**src/rtl/alu_op_sequencer.sv**
```systemverilog
// ALU operation sequencer: a 16-entry sign-magnitude Q9.14 register file plus a
// small command FSM that feeds an external ALU, waits for it, and writes back.
module alu_op_sequencer (
   input  logic        clk,
   input  logic        rst,
   input  logic        cmd_valid,
   output logic        cmd_ready,
   input  logic [1:0]  cmd_op,
   input  logic [3:0]  cmd_ra,
   input  logic [3:0]  cmd_rb,
   input  logic [3:0]  cmd_rd,
   input  logic        ld_en,
   input  logic [3:0]  ld_addr,
   input  logic [23:0] ld_data,
   input  logic [3:0]  rd_addr,
   output logic [23:0] rd_data,
   output logic [23:0] alu_R,
   output logic [23:0] alu_S,
   output logic        alu_ctl_f,
   output logic        alu_ctl_e,
   output logic        alu_rst,
   input  logic [23:0] alu_result,
   input  logic        alu_cont,
   output logic        busy,
   output logic        done,
   output logic        err
);

   typedef enum logic [1:0] {
      S_IDLE,
      S_ISSUE,
      S_WAIT,
      S_WB
   } state_t;

   localparam logic [1:0] OP_SUB = 2'b01;
   localparam logic [1:0] OP_INV = 2'b11;

   state_t      state;
   logic [1:0]  op_q;
   logic [3:0]  rd_q;
   logic [4:0]  wait_cnt;
   logic [23:0] regs [16];
   logic [23:0] ra_val;
   logic [23:0] rb_val;

   assign ra_val    = regs[cmd_ra];
   assign rb_val    = regs[cmd_rb];
   assign rd_data   = regs[rd_addr];
   assign cmd_ready = (state == S_IDLE);
   assign busy      = ~cmd_ready;

   // Register file: external loads first, write-back last so it wins on an address clash
   always_ff @(posedge clk) begin
      if (!rst) begin
         for (int i = 0; i < 16; i++) begin
            regs[i] <= '0;
         end
      end else begin
         if (ld_en) begin
            regs[ld_addr] <= ld_data;
         end
         if (state == S_WB) begin
            regs[rd_q] <= alu_result;
         end
      end
   end

   // Command FSM: latches operands on acceptance and drives the ALU until write-back or timeout
   always_ff @(posedge clk) begin
      if (!rst) begin
         state     <= S_IDLE;
         op_q      <= '0;
         rd_q      <= '0;
         wait_cnt  <= '0;
         alu_R     <= '0;
         alu_S     <= '0;
         alu_ctl_f <= 1'b0;
         alu_ctl_e <= 1'b0;
         alu_rst   <= 1'b0;
         done      <= 1'b0;
         err       <= 1'b0;
      end else begin
         done    <= 1'b0;
         alu_rst <= 1'b0;
         case (state)
            S_IDLE: begin
               if (cmd_valid) begin
                  op_q      <= cmd_op;
                  rd_q      <= cmd_rd;
                  alu_R     <= ra_val;
                  alu_S     <= (cmd_op == OP_SUB) ? {~rb_val[23], rb_val[22:0]} : rb_val;
                  alu_ctl_f <= cmd_op[1];
                  alu_ctl_e <= (cmd_op == OP_INV);
                  alu_rst   <= (cmd_op == OP_INV);
                  err       <= 1'b0;
                  state     <= S_ISSUE;
               end
            end
            S_ISSUE: begin
               wait_cnt <= '0;
               state    <= (op_q == OP_INV) ? S_WAIT : S_WB;
            end
            S_WAIT: begin
               if (alu_cont) begin
                  state <= S_WB;
               end else if (wait_cnt == 5'd31) begin
                  err       <= 1'b1;
                  done      <= 1'b1;
                  alu_R     <= '0;
                  alu_S     <= '0;
                  alu_ctl_f <= 1'b0;
                  alu_ctl_e <= 1'b0;
                  state     <= S_IDLE;
               end else begin
                  wait_cnt <= wait_cnt + 5'd1;
               end
            end
            S_WB: begin
               done      <= 1'b1;
               alu_R     <= '0;
               alu_S     <= '0;
               alu_ctl_f <= 1'b0;
               alu_ctl_e <= 1'b0;
               state     <= S_IDLE;
            end
            default: begin
               state <= S_IDLE;
            end
         endcase
      end
   end

endmodule

```
**config.mk**
```make
export PLATFORM = sky130hd
export DESIGN_NAME = alu_op_sequencer
export DESIGN_NICKNAME = d
export VERILOG_FILES = /design/src/rtl/alu_op_sequencer.sv
export SDC_FILE = /design/constraint.sdc
export NUM_CORES = 1
export LEC_CHECK = 0
export CAP_MARGIN = 10
export CORE_ASPECT_RATIO = 0.7
export CORE_MARGIN = 1.5
export CORE_UTILIZATION = 40
export CTS_BUF_LIST = sky130_fd_sc_hd__clkbuf_8
export DETAILED_ROUTE_END_ITERATION = 6
export GPL_ROUTABILITY_DRIVEN = 0
export PLACE_DENSITY = 0.61
export SLEW_MARGIN = 20
export SYNTH_ARGS = -nofsm -noshare
export SYNTH_HDL_FRONTEND = slang
export SYNTH_SLANG_ARGS = --single-unit
export TNS_END_PERCENT = 30
```
**constraint.sdc**
```tcl
create_clock -name clk -period 2.5 [get_ports clk]
set_clock_uncertainty 0.2 [all_clocks]
set_input_delay 0.5 -clock clk [delete_from_list [all_inputs] [get_ports clk]]
set_output_delay 0.5 -clock clk [all_outputs]
set_load 0.05 [all_outputs]
```
==> tab_implementation.tex, run 1 <==
\begin{tabular}{lr}
\hline
Metric & Value \\
\hline
\multicolumn{2}{l}{\textbf{Outcome}} \\
\quad Result of the run & finished with violations \\
\quad Failing checks & negative setup slack \\
\multicolumn{2}{l}{\textbf{Power}} \\
\quad Switching power as a share of total power & 0.294 \\
\quad Fraction of power consumed by sequential logic & 0.459 \\
\quad Pwr per Cell Area & 579 nW/um\^{}2 \\
\quad Clock network fraction of design power & 0.351 \\
\quad Internal power component & 13500 uW \\
\quad Cell leakage power & 0.0128 uW \\
\quad Combinational share of power & 0.190 \\
\quad Peak VDD IR & 0.000303 V \\
\quad Net load switching power & 5620 uW \\
\multicolumn{2}{l}{\textbf{Min path}} \\
\quad Number of cells on the worst hold path & 3 \\
\quad Worst min-delay path class & in2reg \\
\multicolumn{2}{l}{\textbf{Logic synthesis}} \\
\quad Unique cell type count in the Yosys netlist & 43 \\
\quad Cell type with the highest aggregate area in the netlist & sky130\_fd\_sc\_hd\_\_edfxtp\_1 \\
\quad Number of storage elements in the synthesis netlist & 450 \\
\quad Number of instances in the synthesized netlist & 1763 \\
\quad Post-synthesis instance area & 27200 sq um \\
\quad Number of nets in the synthesized netlist & 1840 \\
\quad Share of async-settable or async-resettable flops after synthesis & 0 \\
\quad Number of enable flip-flop cells after synthesis & 384 \\
\quad Post-Synthesis Mean Instance Area & 15.4 sq um \\
\quad Ranking of synthesized cells by area & sky130\_fd\_sc\_hd\_\_edfxtp\_1 (42\%), sky130\_fd\_sc\_hd\_\_mux4\_2 (26\%), sky130\_fd\_sc\_hd\_\_a22o\_1 (12\%) \\
\quad Fraction of synthesized cell area taken by the top area cell type & 0.423 \\
\quad Count of yosys warnings during synthesis & 0 \\
\quad Most used DFF post-synth & sky130\_fd\_sc\_hd\_\_edfxtp\_1 \\
\quad Most used standard cells in the synthesized netlist & sky130\_fd\_sc\_hd\_\_a22o\_1 (384), sky130\_fd\_sc\_hd\_\_edfxtp\_1 (384), sky130\_fd\_sc\_hd\_\_mux4\_2 (312), sky130\_fd\_sc\_hd\_\_clkbuf\_1 (111), sky130\_fd\_sc\_hd\_\_mux2i\_1 (100) \\
\quad Sequential fraction of the synthesis area & 0.472 \\
\multicolumn{2}{l}{\textbf{Critical path}} \\
\quad Critical path launch point type & register \\
\quad Cell depth of the worst flop-to-flop path & 8 \\
\quad Worst path top cell family by delay & multiplexers \\
\quad Maximum fanout along the worst path & 3 \\
\quad WS Path Type & reg2out \\
\quad List of cells traversed by the critical path & mux4\_2 > mux4\_2 > buf\_6 \\
\quad Cell mode on critical path & sky130\_fd\_sc\_hd\_\_mux4\_2 \\
\quad Slowest Stage Delay on Critical Path & 0.59 ns \\
\quad Arrival time of the worst setup path & 2.46 ns \\
\quad Stages on worst setup path & 3 \\
\quad Worst setup EP type & output pin \\
\quad Critical path required time & 1.80 ns \\
\quad Number of buffers and inverters on the critical path & 1 \\
\quad Slowest cell on the critical path & sky130\_fd\_sc\_hd\_\_mux4\_2 \\
\multicolumn{2}{l}{\textbf{Clocking}} \\
\quad Cts bufs inserted & 76 \\
\quad CTS tree & done \\
\quad Clk pin slew, worst setup/hold paths & 0.06 ns \\
\quad Maximum buffer depth of the clock tree & 3 \\
\quad Cts hold-fix bufs & 0 \\
\quad Library cell used as clock root buffer & sky130\_fd\_sc\_hd\_\_clkbuf\_8 \\
\quad Number of clock sinks seen by CTS & 450 \\
\quad Worst skew pair latency & 0.72 ns \\
\quad CTS HTree Levels & 3 \\
\multicolumn{2}{l}{\textbf{STA}} \\
\quad Max-slew violations & 0 \\
\quad Final hold violation count & 0 \\
\quad Clock period minus final worst setup slack & 3.16 ns \\
\quad Period utilization & 1.27 \\
\quad Total negative slack for setup checks & -12.75 ns \\
\quad Final setup vio count & 24 \\
\quad Worst Tran Pin Value & 0.741 ns \\
\quad RSZ-0062 raised after global routing & yes \\
\quad Headroom to the max-slew limit & 0.504 \\
\quad Peak clock frequency supported by timing & 316 MHz \\
\quad Worst setup margin & -0.664 ns \\
\multicolumn{2}{l}{\textbf{Drt}} \\
\quad First DRT Iteration DRCs & 3123 \\
\quad Vias & 20.3k \\
\quad Residual DRC count & 0 \\
\quad Via density & 6.92 \\
\quad Total length of routed wires & 101000 microns \\
\quad Wirelength per Cell & 34.5 microns \\
\quad ANT nets after route & 0 \\
\quad Initial DRT Pass Iterations & 5 \\
\multicolumn{2}{l}{\textbf{Global routing}} \\
\quad Global routing usage summed across all routing layers & 0.287 \\
\quad Vias in the first global route & 19.8k \\
\quad Global-route wire length before repair & 142000 microns \\
\quad Residual overflow from global routing & 0 \\
\quad Pin count of the biggest net entering global routing & 47 \\
\quad Initial antenna violation count & 5 \\
\multicolumn{2}{l}{\textbf{Cells and area}} \\
\quad Fin cells & 2937 \\
\quad Final nets & 2059 \\
\quad Fraction of layout instances using a drive strength above 1 & 0.368 \\
\quad P\&R area growth vs syn & 21.4\% \\
\multicolumn{2}{l}{\textbf{Die}} \\
\quad Die height & 221 microns \\
\quad Area of the die & 69700 sq um \\
\quad Number of ports placed on the die boundary & 154 \\
\quad Core outline area & 66900 sq um \\
\quad Width of the chip & 315 microns \\
\quad Row count & 79 \\
\quad Initial Utilization & 0.407 \\
\multicolumn{2}{l}{\textbf{Place}} \\
\quad Detailed-placement wirelength estimate & 66300 microns \\
\quad Pre-CTS worst setup slack & -0.595 ns \\
\quad Count of buffers from port buffering & 153 \\
\quad Placed cells & 2747 \\
\multicolumn{2}{l}{\textbf{Flow run}} \\
\quad Max Cap Viol & 0 \\
\hline
\end{tabular}
worst register-to-register path, stage by stage (launching register included):
cell and delay [ns]:
sky130_fd_sc_hd__dfxtp_1 0.34, sky130_fd_sc_hd__ha_1 0.24, sky130_fd_sc_hd__and3_1 0.20, sky130_fd_sc_hd__ha_1 0.20
sky130_fd_sc_hd__nor2b_1 0.15, sky130_fd_sc_hd__o22ai_1 0.31, sky130_fd_sc_hd__and2_2 0.27, sky130_fd_sc_hd__buf_12 0.20
sky130_fd_sc_hd__a21o_1 0.22
metal layers:
layer | GRT usage | wire length, microns
met4 | 0.0941 | 3010
met2 | 0.404 | 43300
met3 | 0.104 | 15300
met5 | 0 | 13
met1 | 0.409 | 39800
path summary, 6_finish.rpt:
check | start | to | slack (ns)
setup / recovery | regs[15][1] | rd_data[1] | -0.66
hold / removal | cmd_rd[0] | rd_q[0] | 0.25
setup reg to reg | wait_cnt[0] | alu_R[1] | 0.13
hold reg to reg | alu_S[2] | alu_S[2] | 0.25
per-stage QoR:
stage	util	hold WS, ns	power, uW	instance area, sq um
finish	0.494	0.246	19100	33100
floorplan	-	0.215	11100	27300
detailed placement	0.466	0.238	12500	31200
CTS	0.493	0.202	19200	33000
global route	0.494	0.247	19700	33100
global placement	0.466	0.230	12400	31200
state kept, by name, indices dropped and copies added, names as in the netlist:
name	count
err	1
alu_R	24
rd_q	4
alu_ctl_f	1
regs	384
state	2
alu_ctl_e	1
alu_S	24
wait_cnt	5
alu_rst	1
op_q	2
done	1
power groups by stage:
stage | logic [uW] | registers [uW] | clock network [uW]
after CTS | 3590 | 8770 | 6810
after global placement | 3510 | 8910 | 0
after global routing | 3760 | 8810 | 7110
after floorplan | 2050 | 9050 | 0
final | 3630 | 8780 | 6720
after detailed placement | 3540 | 8930 | 0
repair_timing:
item	in CTS	in global routing
gates resized for setup	78	1
setup buffers	38	10
endpoints found under the setup margin	77	25
layout make-up:
type	instances	area [sq um]
flip-flops and latches	450	12900
diodes	2	5.00
fillers	5571	33900
clock buffers	87	1200
clock inverters	53	303
multi-input cells	1038	13200
well taps	891	1110
inverters	2	7.51
repair buffers	414	4420
cells by family (layout without fill, tap and decap cells):
logic type,after synthesis,after routing,synth area share
muxes,412,412,0.295
DFF,450,450,0.472
AOI/OAI and AO/OA,500,500,0.153
buffers and inverters,275,556,0.0460
and+or+nand+nor,124,124,0.0333
adders and majority gates,2,2,0.000919
other,0,2,0
placed cells by master (no fill, tap or decap), types with 2 or more instances in the layout:
cell / instances
sky130_fd_sc_hd__edfxtp_1: 384
sky130_fd_sc_hd__nand2b_1: 9
sky130_fd_sc_hd__buf_6: 26
sky130_fd_sc_hd__inv_1: 28
sky130_fd_sc_hd__nor2b_1: 14
sky130_fd_sc_hd__and2_1: 2
sky130_fd_sc_hd__nand3_1: 7
sky130_fd_sc_hd__clkinv_2: 9
sky130_fd_sc_hd__clkbuf_8: 87
sky130_fd_sc_hd__a21oi_1: 3
sky130_fd_sc_hd__mux2i_1: 100
sky130_fd_sc_hd__dfxtp_1: 66
sky130_fd_sc_hd__clkinv_1: 10
sky130_fd_sc_hd__a21boi_0: 6
sky130_fd_sc_hd__nand2_1: 20
sky130_fd_sc_hd__bufinv_16: 2
sky130_fd_sc_hd__o22ai_1: 48
sky130_fd_sc_hd__inv_8: 2
sky130_fd_sc_hd__buf_12: 79
sky130_fd_sc_hd__ha_1: 2
sky130_fd_sc_hd__mux4_2: 312
sky130_fd_sc_hd__a22o_1: 384
sky130_fd_sc_hd__nor2_2: 16
sky130_fd_sc_hd__buf_4: 189
sky130_fd_sc_hd__dlygate4sd2_1: 53
sky130_fd_sc_hd__clkdlybuf4s50_1: 64
sky130_fd_sc_hd__and3_1: 3
sky130_fd_sc_hd__clkinvlp_4: 2
sky130_fd_sc_hd__and4b_1: 2
sky130_fd_sc_hd__nor4_4: 4
sky130_fd_sc_hd__nand3b_1: 18
sky130_fd_sc_hd__nor2_1: 7
sky130_fd_sc_hd__diode_2: 2
sky130_fd_sc_hd__and4bb_2: 2
sky130_fd_sc_hd__a21o_1: 47
sky130_fd_sc_hd__nor3_4: 12
sky130_fd_sc_hd__o21ai_0: 5
sky130_fd_sc_hd__buf_2: 2
Note: power is estimated with default switching activity, not from simulation.
==> run 2: changes to the inputs <==
--- a/config.mk
+++ b/config.mk
@@ -8,12 +8,12 @@
 export CAP_MARGIN = 10
 export CORE_ASPECT_RATIO = 0.7
 export CORE_MARGIN = 1.5
-export CORE_UTILIZATION = 40
+export CORE_UTILIZATION = 57
 export CTS_BUF_LIST = sky130_fd_sc_hd__clkbuf_8
 export DETAILED_ROUTE_END_ITERATION = 6
 export GPL_ROUTABILITY_DRIVEN = 0
-export PLACE_DENSITY = 0.61
-export SLEW_MARGIN = 20
+export PLACE_DENSITY = 0.82
+export SLEW_MARGIN = 0
 export SYNTH_ARGS = -nofsm -noshare
 export SYNTH_HDL_FRONTEND = slang
 export SYNTH_SLANG_ARGS = --single-unit
==> run 2 against run 1 <==
  * The flow still finishes with violations (negative setup slack)
  * Clock power is 3.6% lower
  * Sequential share of layout area rose by 0.70 points
  * Non-clock buffer count decreased by 30
  * Count of clock-buffer cells in the layout decreased by 10
  * Wire length down 4.8%
  * Cell area is 1.8% lower
  * Worst setup slack gained 0.079 ns
  * Fmax up 2.6%
  * Critical path type unchanged
  * Critical endpoint is now rd_data[14]
  * Highest routed layer unchanged
==> tab_implementation.tex, run 2 (synthesis gave the netlist of run 1 again) <==
\begin{tabular}{lr}
\hline
Metric & Value \\
\hline
\multicolumn{2}{l}{\textbf{Outcome}} \\
\quad Result of the run & finished with violations \\
\quad Failing checks & negative setup slack \\
\multicolumn{2}{l}{\textbf{STA}} \\
\quad Max-slew violations & 0 (unchanged) \\
\quad Worst Hold Margin & 0.245 ns (-0.000122 ns) \\
\quad Worst Tran Pin Value & 0.773 ns (+0.0320 ns) \\
\quad RSZ-0062 raised after global routing & yes \\
\quad Worst setup margin & -0.585 ns (+0.0792 ns) \\
\quad Peak clock frequency supported by timing & 324 MHz (+2.6\%) \\
\quad Final hold violation count & 0 (unchanged) \\
\quad Headroom to the max-slew limit & 0.483 (-0.0214) \\
\quad Final setup vio count & 24 (unchanged) \\
\quad Total negative slack for setup checks & -12.42 ns (+0.331 ns) \\
\quad Period utilization & 1.23 (-0.0317) \\
\quad Clock period minus final worst setup slack & 3.08 ns (-0.0792 ns) \\
\multicolumn{2}{l}{\textbf{Die}} \\
\quad Die height & 186 microns (-16\%) \\
\quad Area of the die & 49100 sq um (-30\%) \\
\quad Core outline area & 46800 sq um (-30\%) \\
\quad Row count & 66 (-16\%) \\
\quad Initial Utilization & 0.582 (+0.175) \\
\quad Number of ports placed on the die boundary & 154 (unchanged) \\
\quad Width of the chip & 264 microns (-16\%) \\
\multicolumn{2}{l}{\textbf{Drt}} \\
\quad Vias & 21.3k (+4.8\%) \\
\quad Residual DRC count & 0 (unchanged) \\
\quad Initial DRT Pass Iterations & 5 (unchanged) \\
\quad Wirelength per Cell & 36.9 microns (+6.7\%) \\
\quad First DRT Iteration DRCs & 3884 (+24\%) \\
\quad Via density & 8.13 (+18\%) \\
\quad Total length of routed wires & 96600 microns (-4.8\%) \\
\quad ANT nets after route & 0 (unchanged) \\
\multicolumn{2}{l}{\textbf{Critical path}} \\
\quad Cell depth of the worst flop-to-flop path & 8 (unchanged) \\
\quad End point of the critical path & rd\_data[14] \\
\quad Reg-to-reg setup timing slack & 0.20 ns (+0.07 ns) \\
\quad Launch point of the critical path & regs[3][14] \\
\quad Critical path launch point type & register \\
\quad Arrival time of the worst setup path & 2.38 ns (-0.08 ns) \\
\quad Cell mode on critical path & sky130\_fd\_sc\_hd\_\_mux4\_2 \\
\quad Worst path top cell family by delay & multiplexers \\
\quad List of cells traversed by the critical path & mux4\_2 > mux4\_2 > buf\_12 \\
\quad Stages on worst setup path & 3 (unchanged) \\
\quad Slowest cell on the critical path & sky130\_fd\_sc\_hd\_\_mux4\_2 \\
\quad WS Path Type & reg2out \\
\quad Critical path required time & 1.80 ns (about the same) \\
\quad Destination of the worst register-to-register timing path & alu\_R[4] \\
\quad Maximum fanout along the worst path & 2 (-1) \\
\quad Slowest Stage Delay on Critical Path & 0.55 ns (-0.04 ns) \\
\quad Worst setup EP type & output pin \\
\quad Worst flop-to-flop path startpoint & wait\_cnt[0] \\
\quad Number of buffers and inverters on the critical path & 1 (unchanged) \\
\multicolumn{2}{l}{\textbf{Power}} \\
\quad Total power after layout & 19000 uW (-0.92\%) \\
\quad Pwr per Cell Area & 584 nW/um\^{}2 (+0.87\%) \\
\quad Peak VDD IR & 0.000344 V (+14\%) \\
\quad Cell leakage power & 0.0126 uW (-1.1\%) \\
\multicolumn{2}{l}{\textbf{Cells and area}} \\
\quad Leading registers by flop count & regs (384), alu\_R (24), alu\_S (24) \\
\quad Fin cells & 2620 (-11\%) \\
\quad Share of the core filled with cells & 0.694 (+0.200) \\
\quad Biggest register & regs \\
\quad Final nets & 2024 (-1.7\%) \\
\quad P\&R area growth vs syn & 19.3\% \\
\quad Most frequent cells in the layout & sky130\_fd\_sc\_hd\_\_a22o\_1 (384), sky130\_fd\_sc\_hd\_\_edfxtp\_1 (384), sky130\_fd\_sc\_hd\_\_mux4\_2 (312) \\
\quad Fraction of layout instances using a drive strength above 1 & 0.357 (-0.0108) \\
\quad Flip-flop count of the largest register, all copies and words added & 384 (unchanged) \\
\multicolumn{2}{l}{\textbf{Clocking}} \\
\quad Cts bufs inserted & 71 (-6.6\%) \\
\quad Worst skew pair latency & 0.68 ns (-0.04 ns) \\
\quad CTS HTree Levels & 3 (unchanged) \\
\quad CTS tree & done \\
\quad Maximum buffer depth of the clock tree & 3 (unchanged) \\
\quad Library cell used as clock root buffer & sky130\_fd\_sc\_hd\_\_clkbuf\_8 \\
\quad Number of clock sinks seen by CTS & 450 (unchanged) \\
\quad Cts hold-fix bufs & 0 (unchanged) \\
\quad Clk pin slew, worst setup/hold paths & 0.07 ns (about the same) \\
\multicolumn{2}{l}{\textbf{Flow run}} \\
\quad Max Cap Viol & 0 (unchanged) \\
\multicolumn{2}{l}{\textbf{Min path}} \\
\quad Worst min-delay path class & reg2reg \\
\multicolumn{2}{l}{\textbf{Place}} \\
\quad Count of buffers from port buffering & 153 (unchanged) \\
\quad Placed cells & 2432 (-11\%) \\
\quad Detailed-placement wirelength estimate & 60800 microns (-8.2\%) \\
\multicolumn{2}{l}{\textbf{Global routing}} \\
\quad Pin count of the biggest net entering global routing & 43 (-8.5\%) \\
\quad Global routing usage summed across all routing layers & 0.396 (+0.109) \\
\quad Residual overflow from global routing & 0 (unchanged) \\
\quad Global-route wire length before repair & 139000 microns (-2.0\%) \\
\quad Vias in the first global route & 21.0k (+6.2\%) \\
\quad Initial antenna violation count & 7 (+2) \\
\hline
\end{tabular}
==> run 2: cell count changes in the layout (fill, tap and decap cells not counted), moves of 3 or more <==
cell / before / now
sky130_fd_sc_hd__inv_1: 28 / 25
sky130_fd_sc_hd__diode_2: 2 / 6
sky130_fd_sc_hd__clkbuf_8: 87 / 77
sky130_fd_sc_hd__bufinv_16: 2 / 5
sky130_fd_sc_hd__dlygate4sd2_1: 53 / 49
sky130_fd_sc_hd__buf_4: 189 / 170
sky130_fd_sc_hd__dlymetal6s2s_1: 0 / 4
sky130_fd_sc_hd__buf_6: 26 / 3
sky130_fd_sc_hd__buf_12: 79 / 90
==> run 2: repair_timing <==
action / 4_1_cts / 5_1_grt
setup endpoints to repair: 73 / 75
setup buffers: 39 / 15
gates resized for setup: 49 / 6
==> run 2: power breakdown <==
group / leakage (uW) / internal, uW / switching, uW
sequential: 0.00450 / 8500 / 304
clock: 0.000804 / 3370 / 3110
combinational: 0.00734 / 1640 / 2030
==> run 2: worst register-to-register path, delay by kind of cell (launching register included) <==
kind | cells | cell delay, ns
simple gates | 3 | 0.64
fa+ha+maj | 2 | 0.42
compound gates | 2 | 0.40
flops | 1 | 0.34
buf+inv | 1 | 0.25
==> run 2: final cells by class <==
type,count,area [sq um]
diodes,6,15.0
clock buffers,77,1060
clock inverters,51,355
fillers,2894,14300
inverters,2,7.51
multi-input cells,1038,13200
flip-flops and latches,450,12900
well taps,612,766
repair buffers,384,4260
==> run 2: worst min-delay path by stage <==
stage                     start           to  slack (ns)  cells past startpoint
floorplan           wait_cnt[3]  wait_cnt[3]        0.21                      1
global placement    wait_cnt[3]  wait_cnt[3]        0.23                      1
detailed placement     alu_R[6]     alu_R[6]        0.24                      1
CTS                 wait_cnt[3]  wait_cnt[3]        0.25                      1
global route          alu_R[15]    alu_R[15]        0.26                      1
finish                alu_S[17]    alu_S[17]        0.25                      1
==> run 2: per-stage QoR <==
stage	worst slack [ns]	area [sq um]
after global placement	-0.406	30700
after global routing	-0.603	32500
final	-0.585	32500
after CTS	-0.557	32300
after detailed placement	-0.427	30700
after floorplan	-0.196	27300
==> run 2: routing by layer <==
| layer | track usage | wire length, microns | share of wire | up-vias |
|---|---|---|---|---|
| met5 | 0 | 31 | 0.00032 | - |
| met2 | 0.570 | 41300 | 0.43 | 2582 |
| li1 | - | - | - | 7918 |
| met1 | 0.500 | 30600 | 0.32 | 10311 |
| met4 | 0.202 | 5450 | 0.056 | 4 |
| met3 | 0.192 | 19300 | 0.20 | 480 |
==> run 3: changes to the inputs <==
--- a/config.mk
+++ b/config.mk
@@ -7,7 +7,6 @@
 export LEC_CHECK = 0
 export CAP_MARGIN = 10
 export CORE_ASPECT_RATIO = 0.7
-export CORE_MARGIN = 1.5
 export CORE_UTILIZATION = 57
 export CTS_BUF_LIST = sky130_fd_sc_hd__clkbuf_8
 export DETAILED_ROUTE_END_ITERATION = 6
==> run 3 against run 2 <==
  * Non-clock buffer count increased by 26
  * Cell area about the same
  * Die area decreased by 0.91%
  * Power decreased by 1.4%
  * First-iteration DRC count increased by 6.8%
  * The run ends with design-rule violations, negative setup slack left
==> tab_implementation.tex, run 3 (synthesis gave the netlist of run 1 again) <==
\begin{tabular}{lr}
\hline
Metric & Value \\
\hline
\multicolumn{2}{l}{\textbf{Place}} \\
\quad Detailed-placement wirelength estimate & 63100 microns (+3.8\%) \\
\quad Pre-CTS worst setup slack & -0.441 ns (-0.0144 ns) \\
\quad DP Area & 30700 sq um (+0.20\%) \\
\quad Count of buffers from port buffering & 153 (unchanged) \\
\multicolumn{2}{l}{\textbf{Power}} \\
\quad Net load switching power & 5490 uW (+0.68\%) \\
\quad Total power after layout & 18700 uW (-1.4\%) \\
\quad Peak VDD IR & 0.000323 V (-6.3\%) \\
\quad Pwr per Cell Area & 575 nW/um\^{}2 (-1.5\%) \\
\quad Clock network fraction of design power & 0.331 (-0.011) \\
\quad Fraction of power consumed by sequential logic & 0.472 (+0.008) \\
\quad Cell leakage power & 0.0127 uW (+0.18\%) \\
\quad Internal power component & 13200 uW (-2.3\%) \\
\quad Switching power as a share of total power & 0.294 (+0.00617) \\
\quad Combinational share of power & 0.197 (+0.003) \\
\multicolumn{2}{l}{\textbf{Outcome}} \\
\quad Result of the run & finished with violations \\
\quad Failing checks & design-rule violations, negative setup slack \\
\multicolumn{2}{l}{\textbf{Clocking}} \\
\quad Worst skew pair latency & 0.68 ns (about the same) \\
\quad Number of clock sinks seen by CTS & 450 (unchanged) \\
\quad Maximum buffer depth of the clock tree & 3 (unchanged) \\
\quad Clk pin slew, worst setup/hold paths & 0.06 ns (about the same) \\
\quad Cts bufs inserted & 71 (unchanged) \\
\quad CTS tree & done \\
\quad Library cell used as clock root buffer & sky130\_fd\_sc\_hd\_\_clkbuf\_8 \\
\quad CTS HTree Levels & 3 (unchanged) \\
\multicolumn{2}{l}{\textbf{Global routing}} \\
\quad Global-route wire length before repair & 140000 microns (+0.65\%) \\
\quad Global routing usage summed across all routing layers & 0.403 (+0.00697) \\
\quad Pin count of the biggest net entering global routing & 48 (+12\%) \\
\quad Residual overflow from global routing & 0 (unchanged) \\
\quad Initial antenna violation count & 6 (-1) \\
\quad Vias in the first global route & 21.0k (-0.17\%) \\
\multicolumn{2}{l}{\textbf{Die}} \\
\quad Initial Utilization & 0.582 (unchanged) \\
\quad Core outline area & 46800 sq um (unchanged) \\
\quad Number of ports placed on the die boundary & 154 (unchanged) \\
\quad Width of the chip & 263 microns (-0.38\%) \\
\quad Area of the die & 48700 sq um (-0.91\%) \\
\quad Row count & 66 (unchanged) \\
\quad Die height & 185 microns (-0.54\%) \\
\multicolumn{2}{l}{\textbf{Drt}} \\
\quad Residual DRC count & 1 (+1) \\
\quad Vias & 21.5k (+1.0\%) \\
\quad Via density & 8.13 (about the same) \\
\quad Total length of routed wires & 98600 microns (+2.1\%) \\
\quad Initial DRT Pass Iterations & 7 (+2) \\
\quad Wirelength per Cell & 37.3 microns (+1.1\%) \\
\quad First DRT Iteration DRCs & 4149 (+6.8\%) \\
\quad ANT nets after route & 0 (unchanged) \\
\multicolumn{2}{l}{\textbf{Critical path}} \\
\quad Critical path launch point type & register \\
\quad Worst flop-to-flop path startpoint & regs[10][23] \\
\quad Arrival time of the worst setup path & 2.51 ns (+0.13 ns) \\
\quad Destination of the worst register-to-register timing path & alu\_S[23] \\
\quad Cell depth of the worst flop-to-flop path & 6 (-2) \\
\quad Maximum fanout along the worst path & 2 (unchanged) \\
\quad Reg-to-reg setup timing slack & -0.01 ns (-0.21 ns) \\
\quad Critical path required time & 1.80 ns (about the same) \\
\quad Worst setup EP type & output pin \\
\quad Launch point of the critical path & regs[10][23] \\
\quad WS Path Type & reg2out \\
\multicolumn{2}{l}{\textbf{Cells and area}} \\
\quad Finished Cell Area & 32500 sq um (about the same) \\
\quad Biggest register & regs \\
\quad P\&R area growth vs syn & 19.4\% (about the same) \\
\quad Most frequent cells in the layout & sky130\_fd\_sc\_hd\_\_a22o\_1 (384), sky130\_fd\_sc\_hd\_\_edfxtp\_1 (384), sky130\_fd\_sc\_hd\_\_mux4\_2 (312) \\
\quad Flip-flop count of the largest register, all copies and words added & 384 (unchanged) \\
\quad Final nets & 2050 (+1.3\%) \\
\quad Fraction of layout instances using a drive strength above 1 & 0.360 (+0.00282) \\
\quad Leading registers by flop count & regs (384), alu\_R (24), alu\_S (24) \\
\multicolumn{2}{l}{\textbf{Min path}} \\
\quad Worst min-delay path class & reg2reg \\
\quad Number of cells on the worst hold path & 1 (unchanged) \\
\quad Hold EP & alu\_S[14] \\
\quad Hold path startpoint & alu\_S[14] \\
\multicolumn{2}{l}{\textbf{STA}} \\
\quad Final setup vio count & 25 (+4.2\%) \\
\quad Period utilization & 1.28 (+0.0487) \\
\quad Worst Tran Pin Value & 0.734 ns (-0.0398 ns) \\
\quad Final hold violation count & 0 (unchanged) \\
\quad Worst setup margin & -0.707 ns (-0.122 ns) \\
\quad Max-slew violations & 0 (unchanged) \\
\quad Peak clock frequency supported by timing & 312 MHz (-3.8\%) \\
\quad Clock period minus final worst setup slack & 3.21 ns (+0.122 ns) \\
\quad Worst Hold Margin & 0.244 ns (-0.00134 ns) \\
\quad RSZ-0062 raised after global routing & yes \\
\quad Headroom to the max-slew limit & 0.509 (+0.0266) \\
\multicolumn{2}{l}{\textbf{Flow run}} \\
\quad Max Cap Viol & 0 (unchanged) \\
\hline
\end{tabular}
run 3: changes by cell type in the layout (fill, tap and decap cells not counted), sizes merged, moves of 3 or more:
cell	delta
buf	+26
bufinv	-3
clkinv	-3
clkinvlp	-4
dlymetal6s2s	-4
inv	+10
run 3: routing by layer:
layer / global-route usage / vias up / part of all wire
met3: 0.240 / 518 / 0.22
li1: - / 7974 / -
met2: 0.546 / 2688 / 0.41
met1: 0.500 / 10322 / 0.31
met5: 0.0240 / - / 0.0016
met4: 0.216 / 6 / 0.061
run 3: worst max path at each step:
| stage | to | slack [ns] | depth (start not counted) |
|---|---|---|---|
| 5_1_grt | rd_data[23] | -0.69 | 3 |
| 3_5_place_dp | regs[9][16] | -0.44 | 6 |
| 4_1_cts | rd_data[23] | -0.57 | 3 |
| 3_3_place_gp | rd_data[16] | -0.40 | 5 |
| 6_report | rd_data[23] | -0.71 | 3 |
| 2_1_floorplan | rd_data[0] | -0.20 | 5 |
run 3: area by class of cell:
class	count	area [sq um]
diodes	6	15.0
fillers	2845	14300
well taps	612	766
clock inverters	51	274
inverters	2	7.51
clock buffers	77	1060
multi-input cells	1038	13200
flip-flops and latches	450	12900
repair buffers	410	4360
run 3: what timing repair did:
item                       CTS  global route
setup endpoints to repair   75            66
resized for setup           51             2
setup buffers               49            13
hold buffers                 0             0
cloned                       0             0
run 3: worst max-delay path: stages (launching register included):
cell and delay, ns:
sky130_fd_sc_hd__edfxtp_1 0.52, sky130_fd_sc_hd__mux4_2 0.53, sky130_fd_sc_hd__mux4_2 0.60, sky130_fd_sc_hd__buf_12 0.20
run 3: stage by stage:
| step | utilization | instances | TNS, ns |
|---|---|---|---|
| floorplan | - | 1763 | -26.01 |
| global placement | 0.657 | 2450 | -134.18 |
| detailed placement | 0.657 | 2450 | -164.06 |
| CTS | 0.692 | 2627 | -12.45 |
| global route | 0.694 | 2645 | -13.33 |
| finish | 0.694 | 2646 | -12.96 |
run 3: power groups by stage:
stage,Clock [uW],Sequential [uW],Combinational [uW]
after detailed placement,0,8940,3540
final,6190,8820,3680
after global placement,0,8910,3470
after CTS,6150,8780,3570
after global routing,6470,8830,3760
after floorplan,0,9050,2050
